## src/rtl/fetch_pkg.sv

```systemverilog
// Shared types for the instruction fetch unit.
// State encoding, buffer entry layout and the idle instruction.
package fetch_pkg;

  typedef enum logic [1:0] {
    IDLE    = 2'd0,
    WAIT    = 2'd1,
    DISCARD = 2'd2
  } fetch_state_t;

  typedef struct packed {
    logic [31:0] instr;
    logic [31:0] pc;
  } fetch_entry_t;

  localparam logic [31:0] NOP_INSTR = 32'hE1A0_0000;
  localparam logic [31:0] PC_STEP   = 32'd4;

endpackage

```

## src/rtl/fetch_buffer.sv

```systemverilog
// Prefetch FIFO holding fetched words with their addresses.
// Flush wins over a same-cycle push; head is read straight from storage.
module fetch_buffer
  import fetch_pkg::*;
#(
  parameter  int DEPTH = 2,
  localparam int PW    = $clog2(DEPTH),
  localparam int CW    = PW + 1
) (
  input  logic         clk,
  input  logic         reset,
  input  logic         i_push,
  input  fetch_entry_t i_entry,
  input  logic         i_pop,
  input  logic         i_flush,
  output fetch_entry_t o_head,
  output logic         o_valid,
  output logic [CW-1:0] o_count
);

  fetch_entry_t  r_mem [DEPTH];
  logic [PW-1:0] r_wr;
  logic [PW-1:0] r_rd;
  logic [CW-1:0] r_count;
  logic          w_pop;

  assign w_pop   = i_pop && (r_count != '0);
  assign o_head  = r_mem[r_rd];
  assign o_valid = (r_count != '0);
  assign o_count = r_count;

  // Pointer and occupancy tracking; flush empties in one cycle.
  always_ff @(posedge clk) begin
    if (reset || i_flush) begin
      r_wr    <= '0;
      r_rd    <= '0;
      r_count <= '0;
    end else begin
      if (i_push) r_wr <= r_wr + 1'b1;
      if (w_pop)  r_rd <= r_rd + 1'b1;
      r_count <= r_count + CW'(i_push) - CW'(w_pop);
    end
  end

  // Entry storage; contents are don't-care until counted valid.
  always_ff @(posedge clk) begin
    if (i_push) r_mem[r_wr] <= i_entry;
  end

endmodule

```

## src/rtl/instr_fetch_unit.sv

```systemverilog
// Instruction fetch: one outstanding imem request feeding a prefetch buffer.
// Redirects flush the buffer and drop any in-flight word.
module instr_fetch_unit
  import fetch_pkg::*;
#(
  parameter logic [31:0] RESET_PC = 32'h0000_0000,
  parameter int          DEPTH    = 2
) (
  input  logic        clk,
  input  logic        reset,
  output logic        imem_req,
  output logic [31:0] imem_addr,
  input  logic        imem_ack,
  input  logic [31:0] imem_rdata,
  output logic [31:0] Instr,
  output logic        InstrValid,
  output logic [31:0] PC,
  output logic [31:0] PCPlus8,
  input  logic        InstrTake,
  input  logic        PCSrc,
  input  logic [31:0] BranchTarget
);

  localparam int CW = $clog2(DEPTH) + 1;

  fetch_state_t  r_state;
  fetch_state_t  w_state_nxt;
  logic [31:0]   r_fetch_pc;
  logic [31:0]   r_req_addr;
  logic [31:0]   r_last_pc;
  logic [CW-1:0] w_count;
  fetch_entry_t  w_head;
  fetch_entry_t  w_push_entry;
  logic          w_valid;
  logic          w_pop;
  logic          w_redir;
  logic          w_issue;
  logic          w_push;
  logic          w_room;
  logic [31:0]   w_target;

  assign w_pop        = InstrTake && w_valid;
  assign w_redir      = w_pop && PCSrc;
  assign w_target     = BranchTarget & ~32'h3;
  assign w_room       = (w_count < CW'(DEPTH));
  assign w_push_entry = '{instr: imem_rdata, pc: r_req_addr};

  fetch_buffer #(.DEPTH(DEPTH)) u_buf (
    .clk     (clk),
    .reset   (reset),
    .i_push  (w_push),
    .i_entry (w_push_entry),
    .i_pop   (w_pop),
    .i_flush (w_redir),
    .o_head  (w_head),
    .o_valid (w_valid),
    .o_count (w_count)
  );

  // Next state: redirect beats both issue and push.
  always_comb begin
    w_state_nxt = r_state;
    w_issue     = 1'b0;
    w_push      = 1'b0;
    unique case (r_state)
      IDLE: begin
        if (!w_redir && w_room) begin
          w_state_nxt = WAIT;
          w_issue     = 1'b1;
        end
      end
      WAIT: begin
        if (imem_ack) begin
          w_state_nxt = IDLE;
          w_push      = !w_redir;
        end else if (w_redir) begin
          w_state_nxt = DISCARD;
        end
      end
      DISCARD: begin
        if (imem_ack) w_state_nxt = IDLE;
      end
      default: w_state_nxt = IDLE;
    endcase
  end

  // State, fetch pointer and held request address.
  always_ff @(posedge clk) begin
    if (reset) begin
      r_state    <= IDLE;
      r_fetch_pc <= RESET_PC;
      r_req_addr <= RESET_PC;
    end else begin
      r_state <= w_state_nxt;
      if (w_redir)      r_fetch_pc <= w_target;
      else if (w_issue) r_fetch_pc <= r_fetch_pc + PC_STEP;
      if (w_issue)      r_req_addr <= r_fetch_pc;
    end
  end

  // Remember the head address so PC holds while the buffer is empty.
  always_ff @(posedge clk) begin
    if (reset)        r_last_pc <= '0;
    else if (w_valid) r_last_pc <= w_head.pc;
  end

  assign imem_req   = (r_state != IDLE);
  assign imem_addr  = r_req_addr;
  assign InstrValid = w_valid;
  assign Instr      = w_valid ? w_head.instr : NOP_INSTR;
  assign PC         = w_valid ? w_head.pc : r_last_pc;
  assign PCPlus8    = PC + 32'd8;

endmodule

```

## config.mk

```make
export PLATFORM = sky130hd
export DESIGN_NAME = instr_fetch_unit
export DESIGN_NICKNAME = d
export VERILOG_FILES = /design/src/rtl/fetch_pkg.sv /design/src/rtl/fetch_buffer.sv /design/src/rtl/instr_fetch_unit.sv
export SDC_FILE = /design/constraint.sdc
export NUM_CORES = 1
export LEC_CHECK = 0
export ABC_AREA = 1
export ABC_CLOCK_PERIOD_IN_PS = 4050
export BUFFER_PORTS_ARGS = -buffer_cell sky130_fd_sc_hd__buf_2
export CAP_MARGIN = 20
export CORE_MARGIN = 2
export CORE_UTILIZATION = 51
export CTS_CLUSTER_SIZE = 40
export DETAILED_ROUTE_END_ITERATION = 16
export GPL_TIMING_DRIVEN = 1
export PLACE_DENSITY = 0.77
export SETUP_SLACK_MARGIN = 0.05
export SYNTH_ARGS = -nofsm -noshare
export SYNTH_HDL_FRONTEND = slang
export SYNTH_SLANG_ARGS = --single-unit
```

## constraint.sdc

```tcl
create_clock -name clk -period 4.05 [get_ports clk]
set_clock_uncertainty 0.05 [all_clocks]
set_input_delay 0.2025 -clock clk [delete_from_list [all_inputs] [get_ports clk]]
set_output_delay 0.2025 -clock clk [all_outputs]
set_load 0.01 [all_outputs]
```

Yosys cells after proc, flatten, opt, wreduce, memory -nomap -nowiden:

Memory sizes are Yosys's and may differ from the RTL's. A register that Yosys moved wholly into a read port is not among the register bits.
Cells that the tools add are included.

* input port bits: 69
* memories: 1
* bits in writable memories: 128
* output and inout bits: 130
* register bits: 102

Memory list
* u_buf.r_mem: words 2, width 64, read ports 1, clocked after memory_dff 1, write ports 1, line fetch_buffer.sv:21 `fetch_entry_t r_mem [DEPTH];`

* $lt $le $gt $ge: 1
* reductions and logical operators: 12
* add/sub/neg operators: 6
* eq/ne operators: 5
* mux-type cells: 17

Operators with widths (number)
* 32-bit two-way mux: 4
* 32-bit by 3-bit adder with 32-bit output, second input constant: 1
* 32-bit by 4-bit adder with 32-bit output, second input constant: 1
* 1-bit two-way mux: 8
* 2-bit two-way mux: 4
* 2-bit case mux with 3 select lines: 1
* 2-bit nonzero test: 3
* 1-bit logical AND: 4
* 2-bit inequality test, second input constant: 2
* 3-bit by 2-bit inequality test with 1-bit output, second input constant: 1
* 3-bit AND reduction: 1
* 1-bit adder, second input constant: 2
* 2-bit by 1-bit adder with 2-bit output: 1
* 2-bit by 1-bit equality test with 1-bit output, second input constant: 1
* 2-bit equality test, second input constant: 1
* 2-bit logical NOT: 1
* 2-bit < comparator, second input constant: 1
* 2-bit OR reduction: 1
* 2-bit by 1-bit subtractor with 2-bit output: 1
* 1-bit logical NOT: 1
* 1-bit logical OR: 1

Longest topological paths before layout:

Gate-level depths: netlist of the first run.

* depth in word-level cells: 9
* mapped depth: 15
* depth with buffers taken out: 13

Hierarchy:

Synthesis of the first run repeated with hierarchy kept, for this count alone.

* cells, all modules: 1144
* area total of the unflattened synthesis: 10983.0 sq um

By module, submodules not included
* instr_fetch_unit: sequential area each 1881.8 sq um, area each 5819.3 sq um, times used 1, cells each 908
* fetch_buffer: sequential area each 3943.8 sq um, area each 5163.7 sq um, times used 1, cells each 236

Worst setup path before layout of the first run:

OpenSTA, ideal clock, no wires.

* path kind: register -> register
* start: register u_buf.r_count[1] (netlist: u_buf.o_count[1])
* end: memory u_buf.r_mem[1][10] (netlist bit) (enable)
* setup slack: 0.143 ns
* path buffers: 0
* setup time: 0.484 ns
* arrival: 3.373 ns
* cell stages (with the launch flop): 6
* data required time: 3.516 ns
* period minus slack after synthesis: 3.907 ns
* cell sequence: dfxtp_1 nor2_4 nor2_2 nand2_4 nand2_1 nor2_1

* word-level cells in the longest chain between the ends: 8

Ends and longest elaborated chain
* from (decl): line fetch_buffer.sv:24 `logic [CW-1:0] r_count;`
* from (signal assigned): line fetch_buffer.sv:41 `r_count <= r_count + CW'(i_push) - CW'(w_pop);`
* 2-bit nonzero test: line fetch_buffer.sv:29 `assign o_valid = (r_count != '0);`
* 1-bit logical AND: line instr_fetch_unit.sv:42 `assign w_pop = InstrTake && w_valid;`
* 1-bit logical AND: line instr_fetch_unit.sv:43 `assign w_redir = w_pop && PCSrc;`
* 1-bit logical NOT: line instr_fetch_unit.sv:75 `w_push = !w_redir;`
* 1-bit two-way mux: line instr_fetch_unit.sv:73 `if (imem_ack) begin`
* 1-bit two-way mux: line instr_fetch_unit.sv:65 `unique case (r_state)`
* 1-bit two-way mux: line fetch_buffer.sv:47 `if (i_push) r_mem[r_wr] <= i_entry;`
* 1-bit two-way mux (not written as such): line fetch_buffer.sv:47
* to (decl): line fetch_buffer.sv:21

No other way between the ends.

==> results.toml, run 1 <==
[timing]
hold_viol_final = 0
grt_setup_unrepaired = "no"
report.final.slew_viol_count = 0
period_needed_ns = 3.372
finalSetupTns_ns = 0
clock.fmax_mhz = 296.6
finalCritPeriodShare_pct = 83.25
fin_hold_ws_ns = 0.01702
setup_violations = 0
slew_headroom_pct = 41.76
worstMarginPinSlew_ns = 0.8737

[power_and_ir_drop]
sw_frac_of_total_pct = 41.35
clockPowerShare_pct = 23.4
ir_drop_mv = 0.3945
seqPwrFrac_pct = 34.2
powerDensity_nw_per_um2 = 692.4
combPwrFrac_pct = 42.4
p_leak_uw = 0.005471
internal-power_uw = 5259
switchingPower_uw = 3708

[synthesis]
synth_top_family_by_area = "simple AND/OR/NAND/NOR gates"
syn_area_um2 = 10670
ys_seq_area_share_pct = 53.46
ys_top_cells_by_area = "edfxtp_1, dfxtp_1, nand2_1"
synth_common_cells = "nand2_1, edfxtp_1, nor2_1"
yosysWarningCount = 0
synth_edf_count = 124
synthMuxAreaShare_pct = 0
postSynthCellCount = 1314
avgSynthCellArea_um2 = 8.121
async_flop_share_pct = 0
synth-main-ff-cell = "edfxtp_1"
synth_top_area_share_pct = 34.89
yosys.area_share.adder_pct = 0.3517
synth-compound-area-share_pct = 6.601
synth-simple-area-share_pct = 31.66
synth_xor_area_share_pct = 1.559
yosysUniqueCellTypes = 35
synth_top_area_cell = "edfxtp_1"
synth.most_common_cell = "nand2_1"
synth_seq_cells = 223

[clock_tree]
cts_root_buf = "clkbuf_16"
cts.sinks = 223
clk_pin_slew_ns = 0.06
cts_tree = "yes"
htreeDepth = 1
clock_latency_ns = 0.50
cts_buffers = 23
cts_resized = 0
max-clock-path-buffers = 3

[worst_setup_path]
startpoint_type = "flip-flop"
crit_arrival_ns = 3.12
critical_path.max_stage_delay_ns = 0.52
endpoint_kind = "output pin"
critical-path-top-delay-family = "simple AND/OR/NAND/NOR gates"
critical_path_buf_inv_count = 2
crit_chain = "buf_4 > nand2_1 > nand2_1 > nand2_1 > nand2_2 > ha_1 > nand3_4 > nor2_1 > nand2_1 > xor2_1 > buf_2"
path_max_fanout = 54
path_class = "flip-flop to output pin"
cp.required_ns = 3.80
critPathSlowestCell = "buf_4"
crit_top_cell = "nand2_1"

[grt]
grt_most_used_layer = "met2"
overflow = 0
first_global_vias = 8337
use_met3_pct = 2.669
grt_max_degree = 75
antenna_found_initial = 0
grt_use_met1_pct = 33.00
grt_usage_pct = 24.34
grt_util_met2_pct = 41.53
grt_pass1_wl_um = 42770

[routing]
drt_iter0_markers = 659
routed_wl_um = 27250
vias_per_cell = 5.074
routedWlPerCell_um = 15.00
vias = 9220
drc = 0
dr.pass1.iters = 5
drtAntennaViolNets = 0

[die]
die_h_um = 148.7
design.die.area_um2 = 22100
rows = 52
coreArea_um2 = 20360
die_x_um = 148.7
start_util_pct = 52.40
io_pins = 199

[place]
gp_congestion = 0.9030
place_area_um2 = 11740
port_buffers = 194
hpwlAfterDp_um = 18600

[outcome]
outcome = "completed"

[finish]
final_nets = 1602
synthToLayoutAreaGrowth_pct = 21.35
fin_area_um2 = 12950
antenna_cells = 0
drive_gt1_share_pct = 20.88

[flow_run]
drv_cap = 0

[hold_path]
hold_class = "primary input to flip-flop"
==> power by group through the flow <==
stage / Combinational [uW] / Sequential [uW] / Clock, uW
floorplan: 2640 / 3050 / 0
global placement: 3690 / 3090 / 0
detailed placement: 3760 / 3110 / 0
CTS: 3810 / 3070 / 2130
global route: 4220 / 3110 / 2230
finish: 3800 / 3070 / 2100
==> cell type report <==
cell class	count	area, um^2
clock inverters	15	160.2
inverters	87	329.1
well taps	270	337.8
fillers	1717	7415
clock buffers	27	590.6
flip-flops and latches	223	5707
multi-input cells	947	4309
repair buffers	248	1516
==> sequential cells by signal, indices dropped and copies added (netlist names), named ones only <==
signal and cells:
u_buf.r_mem 124, u_buf.o_count 2, imem_addr 30, r_state 2
u_buf.r_wr 1, r_fetch_pc 30, u_buf.r_rd 1, r_last_pc 32
==> worst reg2reg max path, cell delays in order (launching register included) <==
cell     delay, ns
dfxtp_1       0.36
nor2_4        0.31
nor2_2        0.11
nand2_4       0.15
nand3_4       0.20
nand2_2       0.10
buf_4         0.27
inv_1         0.41
a21oi_1       0.26
nor3_1        0.09
==> final timing paths <==
kind | to | cells after the start | slack, ns | startpoint
max | PCPlus8[17] | 11 | 0.68 | flip-flop
min reg2reg | r_last_pc[0] | 2 | 0.40 | r_last_pc[0]
max reg2reg | r_fetch_pc[14] | 9 | 1.57 | u_buf.o_count[1]
min | r_fetch_pc[13] | 4 | 0.02 | BranchTarget[13]
==> per-stage QoR <==
step | total power, uW | utilization [%] | setup slack, ns | instances
after global routing | 9561 | 63.59 | 0.3601 | 1817
after CTS | 9003 | 63.59 | 0.6369 | 1817
final | 8966 | 63.59 | 0.6783 | 1817
after global placement | 6786 | 57.64 | 1.220 | 1729
after detailed placement | 6867 | 57.64 | 1.179 | 1729
after floorplan | 5692 | - | 0.1431 | 1315
==> placed cells by master (no fill, tap or decap), types with 4 or more instances in the layout <==
cell,instances
nand2_1,496
nand2_2,37
nand4_1,7
nor2_2,14
inv_1,82
clkinv_2,6
xor2_1,18
nand3b_1,12
inv_2,4
clkbuf_1,4
buf_4,6
edfxtp_1,124
clkbuf_16,23
dfxtp_1,98
nor2_1,122
nor2_4,6
buf_2,194
or2_2,14
nand2_4,6
dlygate4sd3_1,46
o21ai_0,33
a21oi_1,90
nand3_1,62
nor3_1,8
==> repair_timing <==
| action | in CTS | in global routing |
|---|---|---|
| hold buffers | 46 | 0 |
| hold endpoints to repair | 80 | 0 |
| setup buffers | 0 | 0 |
==> routing by layer <==
layer | vias to the layer above | wire length (um)
li1 | 4662 | -
met1 | 4214 | 11800
met2 | 291 | 13170
met3 | 53 | 1543
met4 | 0 | 740
met5 | - | 0
==> logic make-up (layout without fill, tap and decap cells) <==
| logic type | Yosys count | count (layout) |
|---|---|---|
| flip-flops | 223 | 223 |
| AND/OR/NAND/NOR | 788 | 788 |
| buffers and inverters | 145 | 377 |
| AO/OA/AOI/OAI | 135 | 135 |
| XOR/XNOR | 19 | 19 |
| other | 1 | 2 |
| adder cells (fa/ha/maj) | 3 | 3 |
No activity file was read; power rests on OpenSTA's default activity.
==> run 2: changes to the inputs <==
--- a/config.mk
+++ b/config.mk
@@ -5,16 +5,16 @@
 export SDC_FILE = /design/constraint.sdc
 export NUM_CORES = 1
 export LEC_CHECK = 0
-export ABC_AREA = 1
-export ABC_CLOCK_PERIOD_IN_PS = 4050
+export ABC_AREA = 0
+export ABC_CLOCK_PERIOD_IN_PS = 3200
 export BUFFER_PORTS_ARGS = -buffer_cell sky130_fd_sc_hd__buf_2
 export CAP_MARGIN = 20
 export CORE_MARGIN = 2
-export CORE_UTILIZATION = 51
+export CORE_UTILIZATION = 54
 export CTS_CLUSTER_SIZE = 40
 export DETAILED_ROUTE_END_ITERATION = 16
 export GPL_TIMING_DRIVEN = 1
-export PLACE_DENSITY = 0.77
+export PLACE_DENSITY = 0.79
 export SETUP_SLACK_MARGIN = 0.05
 export SYNTH_ARGS = -nofsm -noshare
 export SYNTH_HDL_FRONTEND = slang
==> constraint.sdc (replaced) <==
create_clock -name clk -period 3.2 [get_ports clk]
set_clock_uncertainty 0.05 [all_clocks]
set_input_delay 0.16 -clock clk [delete_from_list [all_inputs] [get_ports clk]]
set_output_delay 0.16 -clock clk [all_outputs]
set_load 0.01 [all_outputs]
==> run 2 against run 1 <==
Setup slack worse by 0.53 ns. Non-clock buffer count is 37 higher. Sequential share of layout area grew 3.2 points. First-iteration DRC count down 28%. Power grew 12%. Register-to-register slack worse by 0.87 ns. Count of clock-buffer cells in the layout is 2 higher. Critical path type unchanged. Critical endpoint is now PCPlus8[30]. Highest routed layer unchanged.
==> results.toml, run 2 <==
[timing]
clock.fmax_mhz = 327.7
worstMarginPinSlew_ns = 1.068
finalCritPeriodShare_pct = 95.36
period_needed_ns = 3.051
slew_headroom_pct = 28.77
report.final.slew_viol_count = 0
grt_setup_unrepaired = "yes"
finalSetupTns_ns = 0
setup_violations = 0
hold_viol_final = 0
setup_ws_ns = 0.1486

[finish]
final_cell_mix = "buf_2, edfxtp_1, dfxtp_1"
largest_register = "u_buf.r_mem"
fin_cells = 1306
fillers = 1139
antenna_cells = 0
final_nets = 1142
post-route-util_pct = 72.33
synthToLayoutAreaGrowth_pct = 30.12
reg_top3 = "u_buf.r_mem x124, r_last_pc x32"
layout_commonest_cell = "buf_2"
largest_reg_flops = 124
drive_gt1_share_pct = 27.44

[synthesis]
synth_seq_cells = 223
postSynthCellCount = 807
synth.most_common_cell = "edfxtp_1"
synth_edf_count = 124
synth_common_cells = "edfxtp_1, dfxtp_1, nand2_1, nor2_1, mux2i_1"
async_flop_share_pct = 0
ys_top_cells_by_area = "edfxtp_1, dfxtp_1, mux2i_1"
syn_area_um2 = 9284
yosysUniqueCellTypes = 45
synth-main-ff-cell = "edfxtp_1"
synth_top_area_cell = "edfxtp_1"
avgSynthCellArea_um2 = 11.50
yosysWarningCount = 0
synth_top_area_share_pct = 40.11
ys_seq_area_share_pct = 61.46

[clock_tree]
clock_latency_ns = 0.51
cts_tree = "yes"
htreeDepth = 1
max-clock-path-buffers = 3
cts_root_buf = "clkbuf_16"
cts.sinks = 223
cts_buffers = 23
clk_pin_slew_ns = 0.06

[worst_setup_path]
critical-path-top-delay-family = "simple AND/OR/NAND/NOR gates"
critPathSlowestCell = "dfxtp_2"
path_class = "flip-flop to output pin"
endpoint_kind = "output pin"
critical_path.max_stage_delay_ns = 0.48
critical_path_buf_inv_count = 3
startpoint_type = "flip-flop"
cp.required_ns = 2.99
reg2reg_slack_ns = 0.70
crit_arrival_ns = 2.84
path_max_fanout = 34
crit_chain = "nor2_8 > inv_8 > mux2i_1 > nor4_4 > buf_4 > nand3_4 > nor4_2 > xnor2_1 > buf_2"

[power_and_ir_drop]
ir_drop_mv = 0.5153
sw_frac_of_total_pct = 34.45
clockPowerShare_pct = 27.5
finalPower_uw = 10010
switchingPower_uw = 3447
combPwrFrac_pct = 34.7
p_leak_uw = 0.004778
internal-power_uw = 6559
powerDensity_nw_per_um2 = 828.2
seqPwrFrac_pct = 37.9

[place]
port_buffers = 194
dpl_worst_slack_ns = 0.3260
gp_congestion = 0.8346
hpwlAfterDp_um = 13960
dp.cells = 1191

[grt]
grt_max_degree = 100
antenna_found_initial = 0
grt_usage_pct = 23.97
overflow = 0
grt_pass1_wl_um = 34160
first_global_vias = 6582

[die]
start_util_pct = 55.59
rows = 47
die_h_um = 135.1
io_pins = 199
die_x_um = 135.1
design.die.area_um2 = 18260
coreArea_um2 = 16700

[flow_run]
drv_cap = 0

[routing]
vias_per_cell = 5.297
drc = 0
vias = 6918
routedWlPerCell_um = 17.23
drtAntennaViolNets = 0
routed_wl_um = 22500
dr.pass1.iters = 5
drt_iter0_markers = 474

[outcome]
outcome = "completed"

[hold_path]
hold_class = "primary input to flip-flop"
run 2: cell count changes in the layout (fill, tap and decap cells not counted), sizes merged, moves of 19 or more:
cell,change
a211oi,+23
a21oi,-52
buf,+19
nor2,-51
inv,-58
xnor2,+35
nand2,-449
nand3,-46
o21ai,-23
mux2i,+64
run 2: path summary, 6_finish.rpt:
check | from | to | cells past startpoint
setup / recovery | u_buf.o_count[0] | PCPlus8[30] | 9
hold / removal | InstrTake | u_buf.o_count[1] | 4
setup reg to reg | r_state[0] | r_fetch_pc[27] | 6
hold reg to reg | r_fetch_pc[29] | imem_addr[29] | 2
run 2: worst register-to-register path: cells and delay by family, from the launching register on:
kind | cells | cell delay (ns)
simple gates | 4 | 1.61
flops | 1 | 0.36
compound gates | 1 | 0.21
xor+xnor | 1 | 0.16
run 2: cells by family (layout without fill, tap and decap cells):
logic type,count (synthesis),in the layout,synth area share (%)
other,1,2,0.04039
muxes,82,82,9.083
DFF,223,223,61.46
xor gates and xnor gates,53,53,5.000
and+or+nand+nor,285,285,14.82
adders and majority gates,3,3,0.4044
AOI/OAI and AO/OA,82,82,5.364
buffers and inverters,78,356,3.827
run 2: layout make-up:
| cell class | instances | area [um^2] | area share [%] |
|---|---|---|---|
| Sequential cell | 223 | 5714 | 47.30 |
| Multi-Input combinational cell | 507 | 3312 | 27.42 |
| Timing Repair Buffer | 285 | 1869 | 15.47 |
| Clock buffer | 29 | 649.4 | 5.375 |
| Tap cell | 220 | 275.3 | 2.279 |
| Clock inverter | 12 | 140.1 | 1.160 |
| Inverter | 30 | 120.1 | 0.9943 |
run 2: per-stage QoR:
stage	cell area, um^2	hold slack (ns)
after floorplan	9318	0.1893
after global placement	10460	0.2980
after detailed placement	10460	0.3014
after CTS	11950	0.009851
after global routing	12080	0.06060
final	12080	0.02788
run 2: power groups by stage:
stage               sequential, uW  combinational (uW)  clock (uW)
detailed placement            3850                3260           0
CTS                           3790                3400        2780
finish                        3790                3470        2750
global route                  3830                3780        2910
floorplan                     3740                2160           0
global placement              3830                3210           0
run 2: timing repair:
item / CTS / global route
hold endpoints to repair: 97 / 0
pin swaps: 1 / 2
hold buffers: 64 / 0
endpoints found under the setup margin: 12 / 14
gates resized for setup: 8 / 11
setup buffers: 2 / 8
run 2: per-layer routing:
metal  wire length, um  vias up  track usage [%]
met5                 0        -                0
met4               510        0            7.523
met3              1380       41            3.679
met2             11000      241            40.16
met1              9612     3270            32.38
li1                  -     3366                -
